===== src/rtl/keypad_pkg.sv =====
// rtl/keypad_pkg.sv - shared types and helpers for the matrix keypad scanner
package keypad_pkg;

  typedef enum logic [1:0] {IDLE, PRESS_DB, HELD, RELEASE_DB} kp_state_e;

  typedef enum logic [1:0] {NONE, SINGLE, MULTI} frame_class_e;

  // Keeps a 1x1 matrix from producing a zero-width code bus.
  function automatic int code_width(input int n);
    return (n <= 1) ? 1 : $clog2(n);
  endfunction

endpackage


===== src/rtl/keypad_col_scan.sv =====
// rtl/keypad_col_scan.sv - column strobe ring, row capture and frame-end pulse
module keypad_col_scan
  import keypad_pkg::*;
#(
  parameter int NROWS    = 4,
  parameter int NCOLS    = 4,
  parameter int SCAN_DIV = 16
) (
  input  logic                   ph1,
  input  logic                   reset,
  input  logic [NROWS-1:0]       rows,
  output logic [NCOLS-1:0]       columns,
  output logic [NROWS*NCOLS-1:0] frame,
  output logic                   frame_done
);

  localparam int CTW  = $clog2(SCAN_DIV);
  localparam int COLW = (NCOLS > 1) ? $clog2(NCOLS) : 1;

  logic [CTW-1:0]           r_cyc;
  logic [COLW-1:0]          r_col;
  logic [NCOLS-1:0]         r_columns;
  logic [NROWS*NCOLS-1:0]   r_frame;
  logic                     w_col_last;
  logic                     w_frame_last;

  assign w_col_last   = (r_cyc == CTW'(SCAN_DIV - 1));
  assign w_frame_last = w_col_last && (r_col == COLW'(NCOLS - 1));
  assign columns      = r_columns;
  assign frame_done   = w_frame_last;

  always_ff @(posedge ph1 or negedge reset) begin
    if (!reset) begin
      r_cyc     <= '0;
      r_col     <= '0;
      r_columns <= NCOLS'(1);
      r_frame   <= '0;
    end else if (w_col_last) begin
      r_cyc <= '0;
      r_frame[int'(r_col)*NROWS +: NROWS] <= rows;
      if (w_frame_last) begin
        r_col     <= '0;
        r_columns <= NCOLS'(1);
      end else begin
        r_col     <= r_col + COLW'(1);
        r_columns <= r_columns << 1;
      end
    end else begin
      r_cyc <= r_cyc + CTW'(1);
    end
  end

  // Last column is merged live so the classifier sees the whole frame on the frame-end edge.
  always_comb begin
    frame = r_frame;
    frame[int'(r_col)*NROWS +: NROWS] = rows;
  end

endmodule


===== src/rtl/keypad_scanner.sv =====
// rtl/keypad_scanner.sv - debounced keypad scanner with auto-repeat and valid/ready output
module keypad_scanner
  import keypad_pkg::*;
#(
  parameter int NROWS       = 4,
  parameter int NCOLS       = 4,
  parameter int SCAN_DIV    = 16,
  parameter int DEBOUNCE    = 4,
  parameter int REPEAT_DLY  = 32,
  parameter int REPEAT_RATE = 8,
  localparam int CW         = code_width(NROWS * NCOLS)
) (
  input  logic             ph1,
  input  logic             reset,
  input  logic [NROWS-1:0] rows,
  output logic [NCOLS-1:0] columns,
  output logic [CW-1:0]    key_code,
  output logic             key_valid,
  input  logic             key_ready,
  output logic             overflow,
  input  logic             overflow_clr
);

  localparam int NK   = NROWS * NCOLS;
  localparam int CNTW = $clog2(DEBOUNCE + 1);
  localparam int RW   = $clog2(REPEAT_DLY + REPEAT_RATE + 1);

  logic [NK-1:0]  w_frame;
  logic           w_frame_done;
  logic [1:0]     w_hits;
  logic [CW-1:0]  w_idx;
  frame_class_e   w_class;

  kp_state_e      r_state, w_state_nxt;
  logic [CW-1:0]  r_cand, w_cand_nxt;
  logic [CNTW-1:0] r_cnt, w_cnt_nxt, w_cnt_inc;
  logic [RW-1:0]  r_rpt, w_rpt_nxt, w_rpt_inc;
  logic           w_emit;

  logic [CW-1:0]  r_code;
  logic           r_valid;
  logic           r_ovf;

  keypad_col_scan #(.NROWS(NROWS), .NCOLS(NCOLS), .SCAN_DIV(SCAN_DIV)) u_scan (
    .ph1        (ph1),
    .reset      (reset),
    .rows       (rows),
    .columns    (columns),
    .frame      (w_frame),
    .frame_done (w_frame_done)
  );

  always_comb begin
    w_hits = 2'd0;
    w_idx  = '0;
    for (int i = 0; i < NK; i++) begin
      if (w_frame[i]) begin
        w_idx = CW'(i);
        if (w_hits != 2'd2) w_hits = w_hits + 2'd1;
      end
    end
    case (w_hits)
      2'd0:    w_class = NONE;
      2'd1:    w_class = SINGLE;
      default: w_class = MULTI;
    endcase
  end

  assign w_cnt_inc = r_cnt + CNTW'(1);
  assign w_rpt_inc = r_rpt + RW'(1);

  always_comb begin
    w_state_nxt = r_state;
    w_cand_nxt  = r_cand;
    w_cnt_nxt   = r_cnt;
    w_rpt_nxt   = r_rpt;
    w_emit      = 1'b0;
    if (w_frame_done) begin
      case (r_state)
        IDLE: begin
          if (w_class == SINGLE) begin
            w_cand_nxt = w_idx;
            if (DEBOUNCE == 1) begin
              w_emit      = 1'b1;
              w_state_nxt = HELD;
              w_rpt_nxt   = '0;
            end else begin
              w_state_nxt = PRESS_DB;
              w_cnt_nxt   = CNTW'(1);
            end
          end
        end
        PRESS_DB: begin
          if (w_class != SINGLE) begin
            w_state_nxt = IDLE;
          end else if (w_idx != r_cand) begin
            w_cand_nxt = w_idx;
            w_cnt_nxt  = CNTW'(1);
          end else if (w_cnt_inc == CNTW'(DEBOUNCE)) begin
            w_emit      = 1'b1;
            w_state_nxt = HELD;
            w_rpt_nxt   = '0;
          end else begin
            w_cnt_nxt = w_cnt_inc;
          end
        end
        HELD: begin
          if (w_class == NONE) begin
            w_state_nxt = (DEBOUNCE == 1) ? IDLE : RELEASE_DB;
            w_cnt_nxt   = CNTW'(1);
          end else if (w_class == SINGLE && w_idx == r_cand && REPEAT_DLY != 0) begin
            // After the first repeat the counter cycles DLY..DLY+RATE-1.
            if (w_rpt_inc == RW'(REPEAT_DLY + REPEAT_RATE)) begin
              w_emit    = 1'b1;
              w_rpt_nxt = RW'(REPEAT_DLY);
            end else begin
              w_emit    = (w_rpt_inc == RW'(REPEAT_DLY));
              w_rpt_nxt = w_rpt_inc;
            end
          end
        end
        RELEASE_DB: begin
          if (w_class != NONE) begin
            w_state_nxt = HELD;
          end else if (w_cnt_inc == CNTW'(DEBOUNCE)) begin
            w_state_nxt = IDLE;
          end else begin
            w_cnt_nxt = w_cnt_inc;
          end
        end
        default: w_state_nxt = IDLE;
      endcase
    end
  end

  always_ff @(posedge ph1 or negedge reset) begin
    if (!reset) begin
      r_state <= IDLE;
      r_cand  <= '0;
      r_cnt   <= '0;
      r_rpt   <= '0;
    end else begin
      r_state <= w_state_nxt;
      r_cand  <= w_cand_nxt;
      r_cnt   <= w_cnt_nxt;
      r_rpt   <= w_rpt_nxt;
    end
  end

  always_ff @(posedge ph1 or negedge reset) begin
    if (!reset) begin
      r_code  <= '0;
      r_valid <= 1'b0;
      r_ovf   <= 1'b0;
    end else begin
      if (w_emit && (!r_valid || key_ready)) begin
        r_code  <= w_cand_nxt;
        r_valid <= 1'b1;
      end else if (r_valid && key_ready) begin
        r_valid <= 1'b0;
      end
      if (w_emit && r_valid && !key_ready) r_ovf <= 1'b1;
      else if (overflow_clr)               r_ovf <= 1'b0;
    end
  end

  assign key_code  = r_code;
  assign key_valid = r_valid;
  assign overflow  = r_ovf;

endmodule

===== config.mk =====
export PLATFORM = sky130hd
export DESIGN_NAME = keypad_scanner
export DESIGN_NICKNAME = d
export VERILOG_FILES = /design/src/rtl/keypad_pkg.sv /design/src/rtl/keypad_col_scan.sv /design/src/rtl/keypad_scanner.sv
export SDC_FILE = /design/constraint.sdc
export NUM_CORES = 1
export LEC_CHECK = 0
export BUFFER_PORTS_ARGS = -buffer_cell sky130_fd_sc_hd__buf_2
export CORE_ASPECT_RATIO = 0.7
export CORE_MARGIN = 2
export CORE_UTILIZATION = 39
export DETAILED_ROUTE_END_ITERATION = 8
export PLACE_DENSITY = 0.6
export SLEW_MARGIN = 20
export SYNTH_ARGS = -nofsm -noshare
export SYNTH_HDL_FRONTEND = slang
export SYNTH_SLANG_ARGS = --single-unit

===== constraint.sdc =====
create_clock -name ph1 -period 19.6 [get_ports ph1]
set_input_delay 3.92 -clock ph1 [delete_from_list [all_inputs] [get_ports ph1]]
set_output_delay 3.92 -clock ph1 [all_outputs]
set_load 0.02 [all_outputs]

==> results.toml, run 1 <==
[final_layout]
area_growth_syn_to_layout_pct = 8.42
final_layout_size_suffix_gt1_share_pct = 11.7
nets = 570
n_antenna_cell = 0

[clock_network]
ctsResizeCount = 0
htreeDepth = 2
cts.sinks = 47
post_cts.repair.setup_buffers = 0
clkTransAtPathRegs_ns = 0.07
cts_made_buffers = 5
cts.path.max_buffers = 2
cts_tree = "built"
clock_latency_ns = 0.29
holdBufCountCts = 0
cts-root-buf = "clkbuf_16"

[floorplan]
rows = 32
die_x_um = 131
pin_count = 18
fp.dieH_um = 93.1
core_region_area_um2 = 11100
initial_core_util_pct = 40.1
die_area_um2 = 12200

[timing]
whs_ns = 0.469
slew_viol_final = 0
fin_skew_ns = 0.00428
finalSetupViolations = 0
fin_crit_sh_pct = 57.9
max_freq_mhz = 88.1
hold_viol_final = 0
setup-tns-final_ns = 0
tightest_slew_ns = 0.899
relSlewSlack_pct = 39.8
period_minus_slack_ns = 11.35
rsz0062_at_grt = "no"

[placed_design]
portBuffers = 17
place_congestion = 0.943
hpwl_um = 8400

[grt]
antenna_found_initial = 0
grt_overflow = 0
grt_pass1_vias = 3765
grt_pass1_wl_um = 18800
track_usage_pct = 18.2
grt_max_degree = 48

[flow_run]
maxCapViolCount = 0

[outcome]
status = "completed"

[drt]
routed_wl_um = 11000
dr.pass1.iters = 5
vias = 4207
routed_via_density = 6.02
post-route-drc-count = 0
ant_nets = 0
wire_per_inst_um = 15.8
drt_iter0_drc = 375

[synth]
yosysUniqueCellTypes = 99
ys_seq_area_share_pct = 26.6
yosys_most_used_dff = "dfrtp_1"
ys_warn_count = 0
syn_area_um2 = 4430
syn_nets = 561
synth_edf_count = 0
synthCells = 536
async_flop_share_pct = 100
avgSynthCellArea_um2 = 8.26
ys_ff_latch = 47

[worst_hold_path]
hold_class = "register to register"

[power_and_ir_drop]
clkPwrFrac_pct = 27.9
seqPwrFrac_pct = 32.1
ir_drop_mv = 0.0427
powerDensity_nw_per_um2 = 64.1
power_switching_share_pct = 36.5
p_sw_uw = 112
cell_internal_pwr_uw = 196
comb_power_share_pct = 40.0
leakage_nw = 2.03

[critical_path]
worstSetupEndpointType = "register"
crit_fanout = 9
worstPathRequired_ns = 19.77
cp-start-kind = "input pin"
crit_arrival_ns = 11.52
path_class = "input pin to register"
-- critical path: stages --
cell	delay, ns
buf_2	0.13
and2b_1	0.18
a31oi_1	0.34
ha_1	0.30
inv_1	0.12
o311ai_2	0.44
nand2_2	0.13
o31ai_4	0.41
mux2_4	0.36
a2111oi_0	0.56
or4_1	0.25
nand3_2	0.19
o22a_1	0.27
a311oi_2	0.53
and3b_1	0.24
a2111oi_0	0.44
nand2b_1	0.23
o211ai_1	0.21
a32oi_1	0.36
o311ai_2	0.20
ha_1	0.34
nand3b_1	0.20
o41ai_4	0.11
o211a_1	0.30
and2b_1	0.15
mux2_1	0.33
mux2_1	0.28
-- per-layer routing --
layer | global-route usage, % | part of all wire, % | vias to the layer above
met5 | 0 | 0 | -
li1 | - | - | 2060
met2 | 27.0 | 41 | 119
met1 | 27.9 | 54 | 2013
met4 | 3.99 | 0.92 | 0
met3 | 2.33 | 4.8 | 15
-- cells by family (layout without fill, tap and decap cells) --
| kind of cell | after synthesis | after routing | share of synthesized area, % |
|---|---|---|---|
| compound gates | 205 | 205 | 35.0 |
| simple gates | 204 | 204 | 24.5 |
| flops | 47 | 47 | 26.6 |
| buf+inv | 38 | 48 | 3.45 |
| fa+ha+maj | 17 | 17 | 4.80 |
| mux | 13 | 13 | 3.28 |
| xor+xnor | 12 | 12 | 2.37 |
-- registers in the layout, summed over array words and instances, names as in the netlist --
register / flops
r_rpt: 6
r_cnt: 3
r_cand: 4
overflow: 1
u_scan.r_cyc: 4
key_code: 4
u_scan.r_frame: 16
u_scan.r_col: 2
u_scan.columns: 4
key_valid: 1
r_state: 2
-- power by group through the flow --
stage                     logic (mW)  clock network [mW]  registers [mW]
after global placement         0.119                   0           0.101
after global routing           0.136              0.0928          0.0990
after detailed placement       0.120                   0           0.101
final                          0.123              0.0859          0.0989
after CTS                      0.121              0.0877          0.0988
after floorplan               0.0980                   0           0.101
-- placed cells by master (no fill, tap or decap), types with 4 or more instances in the layout --
master	netlist	final
o211ai_1	10	10
clkbuf_16	0	5
ha_1	17	17
a21oi_1	26	26
inv_1	21	21
nand3_1	22	21
xnor2_1	6	6
a22o_1	9	9
dfrtp_1	46	46
o22ai_1	8	8
xor2_1	6	6
or3_1	5	5
buf_2	1	16
and3_1	6	6
a22oi_1	5	5
o22a_1	5	5
nand2b_1	7	7
nor2_1	45	45
o21ai_0	49	49
o21a_1	9	9
and2_1	5	5
o221ai_1	5	5
mux2i_1	4	4
mux2_1	5	5
nand2_1	64	64
a211oi_1	7	7
nor2b_1	8	8
o21ai_1	7	7
nor3_1	7	7
-- through the flow --
stage	instance area (um^2)	setup slack [ns]	total power, mW	instances	utilization [%]
floorplan	4430	9.16	0.199	536	-
global placement	4640	8.27	0.220	691	42.0
detailed placement	4640	8.06	0.221	691	42.0
CTS	4790	8.37	0.307	699	43.4
global route	4800	7.69	0.328	699	43.4
finish	4800	8.25	0.308	699	43.4
-- area by class of cell --
type                            instances  area [um^2]
Fill cell                            1143         6250
Multi-Input combinational cell        451         3100
Sequential cell                        47         1180
Tap cell                              153          191
Clock buffer                            5          125
Timing Repair Buffer                   19          103
Inverter                               21         78.8
Clock inverter                          3         22.5
-- synthesized netlist by cell type, drive strengths merged, types with 4 or more instances --
| cell type | n | share of area [%] |
|---|---|---|
| dfrtp | 46 | 26 |
| a22oi | 5 | 0.85 |
| a22o | 9 | 1.8 |
| nand4 | 4 | 0.71 |
| nor3 | 7 | 0.79 |
| o21ai | 56 | 6.3 |
| nand3 | 23 | 2.7 |
| xnor2 | 6 | 1.2 |
| o2111ai | 4 | 1.1 |
| o22ai | 8 | 1.1 |
| a21oi | 26 | 2.9 |
| mux2i | 4 | 0.90 |
| o21a | 9 | 1.5 |
| and3 | 6 | 0.85 |
| o31ai | 4 | 1.1 |
| nand2b | 7 | 0.99 |
| nor2b | 8 | 1.1 |
| o211ai | 13 | 2.5 |
| o22a | 6 | 1.2 |
| o221ai | 6 | 1.3 |
| mux2 | 9 | 2.4 |
| and2 | 6 | 0.90 |
| xor2 | 6 | 1.2 |
| ha | 17 | 4.8 |
| a211oi | 7 | 1.2 |
| or2 | 5 | 0.71 |
| clkbuf | 14 | 1.2 |
| nor2 | 45 | 3.8 |
| inv | 21 | 1.8 |
| or3 | 5 | 0.71 |
| nand2 | 65 | 5.6 |
| o41ai | 4 | 1.4 |
| o311ai | 7 | 1.7 |
-- final timing paths --
| path | from | endpoint | slack (ns) | cells past startpoint |
|---|---|---|---|---|
| max in group asynchronous | reset | u_scan.r_frame[9] | 15.55 | 1 |
| min in group asynchronous | reset | r_rpt[2] | 3.62 | 1 |
| worst min-delay path | u_scan.columns[0] | u_scan.columns[0] | 0.47 | 2 |
| worst min register to register | u_scan.columns[0] | u_scan.columns[0] | 0.47 | 2 |
| worst max-delay path | rows[0] | key_code[3] | 8.25 | 27 |
| worst max register to register | u_scan.r_col[0] | key_code[3] | 10.68 | 28 |
Power figures use the tool's default switching activity.
==> inputs of run 2 (changes only) <==
- clock period: 19.6 -> 11.8 ns (I/O delays scaled with it)
==> run 2 against run 1 <==
  * Combinational power rose by 67%
  * Clock-buffer cell count did not move
  * Register-to-register slack got worse by 7.8 ns
  * Largest power group unchanged
  * Highest routed layer unchanged
  * Largest cell class unchanged
  * Sequential cell count did not move
  * Total power rose by 69%
==> results.toml, run 2 (synthesis gave the netlist of run 1 again) <==
[critical_path]
path_class = "input pin to register"
worstSetupEndpointType = "register"
crit_fanout = 10
crit_arrival_ns = 9.99
worstPathRequired_ns = 11.98
rrSetupSlack_ns = 2.86
cp-start-kind = "input pin"
rr_worst_depth = 28

[timing]
period_minus_slack_ns = 9.81
relSlewSlack_pct = 38.9
setup-tns-final_ns = 0
hold_viol_final = 0
max_freq_mhz = 102
slew_viol_final = 0
finalSetupViolations = 0
fin_skew_ns = 0.00904
setup_ws_ns = 1.99
tightest_slew_ns = 0.913
rsz0062_at_grt = "no"
fin_crit_sh_pct = 83.2

[final_layout]
final_common_cell = "nand2_1"
n_antenna_cell = 0
final_layout_size_suffix_gt1_share_pct = 11.7
nets = 570
largest_register_ffs = 16
reg_top3 = "u_scan.r_frame (16), r_rpt (6)"
final_cell_mix = "nand2_1, o21ai_0, dfrtp_1"
regMostFlops = "u_scan.r_frame"
area_growth_syn_to_layout_pct = 8.54

[floorplan]
rows = 32
pin_count = 18
core_region_area_um2 = 11100
die_area_um2 = 12200
initial_core_util_pct = 40.1
die_x_um = 131
fp.dieH_um = 93.1

[grt]
antenna_found_initial = 0
grt_pass1_vias = 3846
grt_pass1_wl_um = 19000
grt_overflow = 0
grt_max_degree = 48
track_usage_pct = 18.5

[clock_network]
cts_tree = "built"
holdBufCountCts = 0
clock_latency_ns = 0.30
ctsResizeCount = 0
post_cts.repair.setup_buffers = 0
cts.sinks = 47
clkTransAtPathRegs_ns = 0.07
htreeDepth = 2
cts.path.max_buffers = 2
cts_made_buffers = 5
cts-root-buf = "clkbuf_16"

[drt]
drt_iter0_drc = 308
dr.pass1.iters = 5
routed_via_density = 6.07
post-route-drc-count = 0
wire_per_inst_um = 16.0
vias = 4244
routed_wl_um = 11200
ant_nets = 0

[placed_design]
portBuffers = 17
hpwl_um = 8380
post-place-ws_ns = 1.85
place_congestion = 0.943

[power_and_ir_drop]
comb_power_share_pct = 39.3
ir_drop_mv = 0.0645
p_sw_uw = 194
leakage_nw = 2.03
cell_internal_pwr_uw = 326
seqPwrFrac_pct = 31.5
clkPwrFrac_pct = 29.2
power_switching_share_pct = 37.3
powerDensity_nw_per_um2 = 108

[outcome]
status = "completed"

[worst_hold_path]
hold_class = "register to register"
min_path_cells = 2

[flow_run]
maxCapViolCount = 0
[run 2: cell count changes in the layout (fill, tap and decap cells not counted)]
cell,before,now
clkinv_2,1,0
clkinv_4,1,0
clkinvlp_4,0,1
inv_8,0,1
[run 2: layer usage]
layer	up-vias	part of all wire, %	wire length (um)	track usage (%)
met5	-	0	0	0
met4	0	0.79	89	4.17
met3	9	5.1	568	2.28
met2	129	41	4610	27.5
met1	2042	53	5940	28.5
li1	2064	-	-	-
[run 2: critical path, cell delays in order]
cell	delay (ns)
buf_2	0.14
and2b_1	0.19
a31oi_1	0.35
ha_1	0.30
inv_1	0.11
o311ai_2	0.44
nand2_2	0.13
o31ai_4	0.42
o221ai_1	0.30
a21o_1	0.28
a211oi_1	0.71
o211ai_1	0.26
o2111a_1	0.24
nor4_4	0.51
nor3_1	0.09
o21ai_1	0.22
nor2b_1	0.41
nand3_1	0.25
a32oi_1	0.36
o311ai_2	0.20
ha_1	0.34
nand3b_1	0.20
o41ai_4	0.11
o211a_1	0.30
and2b_1	0.16
mux2_1	0.33
mux2_1	0.28
[run 2: stage by stage]
stage               power [mW]  hold slack [ns]  std cells  utilization [%]  area, um^2
detailed placement       0.367            0.462        691             42.0        4640
CTS                      0.520            0.474        699             43.4        4800
global route             0.552            0.498        699             43.5        4800
finish                   0.521            0.470        699             43.5        4800
global placement         0.365            0.456        691             42.0        4640
floorplan                0.330            0.442        536                -        4430
[run 2: final timing paths]
check	startpoint	endpoint
setup / recovery	rows[0]	key_code[3]
hold / removal	u_scan.columns[0]	u_scan.columns[0]
setup reg to reg	u_scan.r_col[0]	key_code[3]
hold reg to reg	u_scan.columns[0]	u_scan.columns[0]
max in group asynchronous	reset	overflow
min in group asynchronous	reset	r_rpt[2]
[run 2: cell type report]
type,instances,area [um^2]
clock buffer,5,125
tap,153,191
multi-input combinational,451,3100
inverter,21,78.8
sequential,47,1180
clock inverter,3,27.5
timing repair buffer,19,103
fill,1132,6250
[run 2: power by group through the flow]
| stage | combinational [mW] | sequential [mW] | clock (mW) |
|---|---|---|---|
| global placement | 0.198 | 0.167 | 0 |
| floorplan | 0.163 | 0.167 | 0 |
| CTS | 0.201 | 0.164 | 0.155 |
| detailed placement | 0.199 | 0.167 | 0 |
| global route | 0.225 | 0.164 | 0.162 |
| finish | 0.205 | 0.164 | 0.152 |
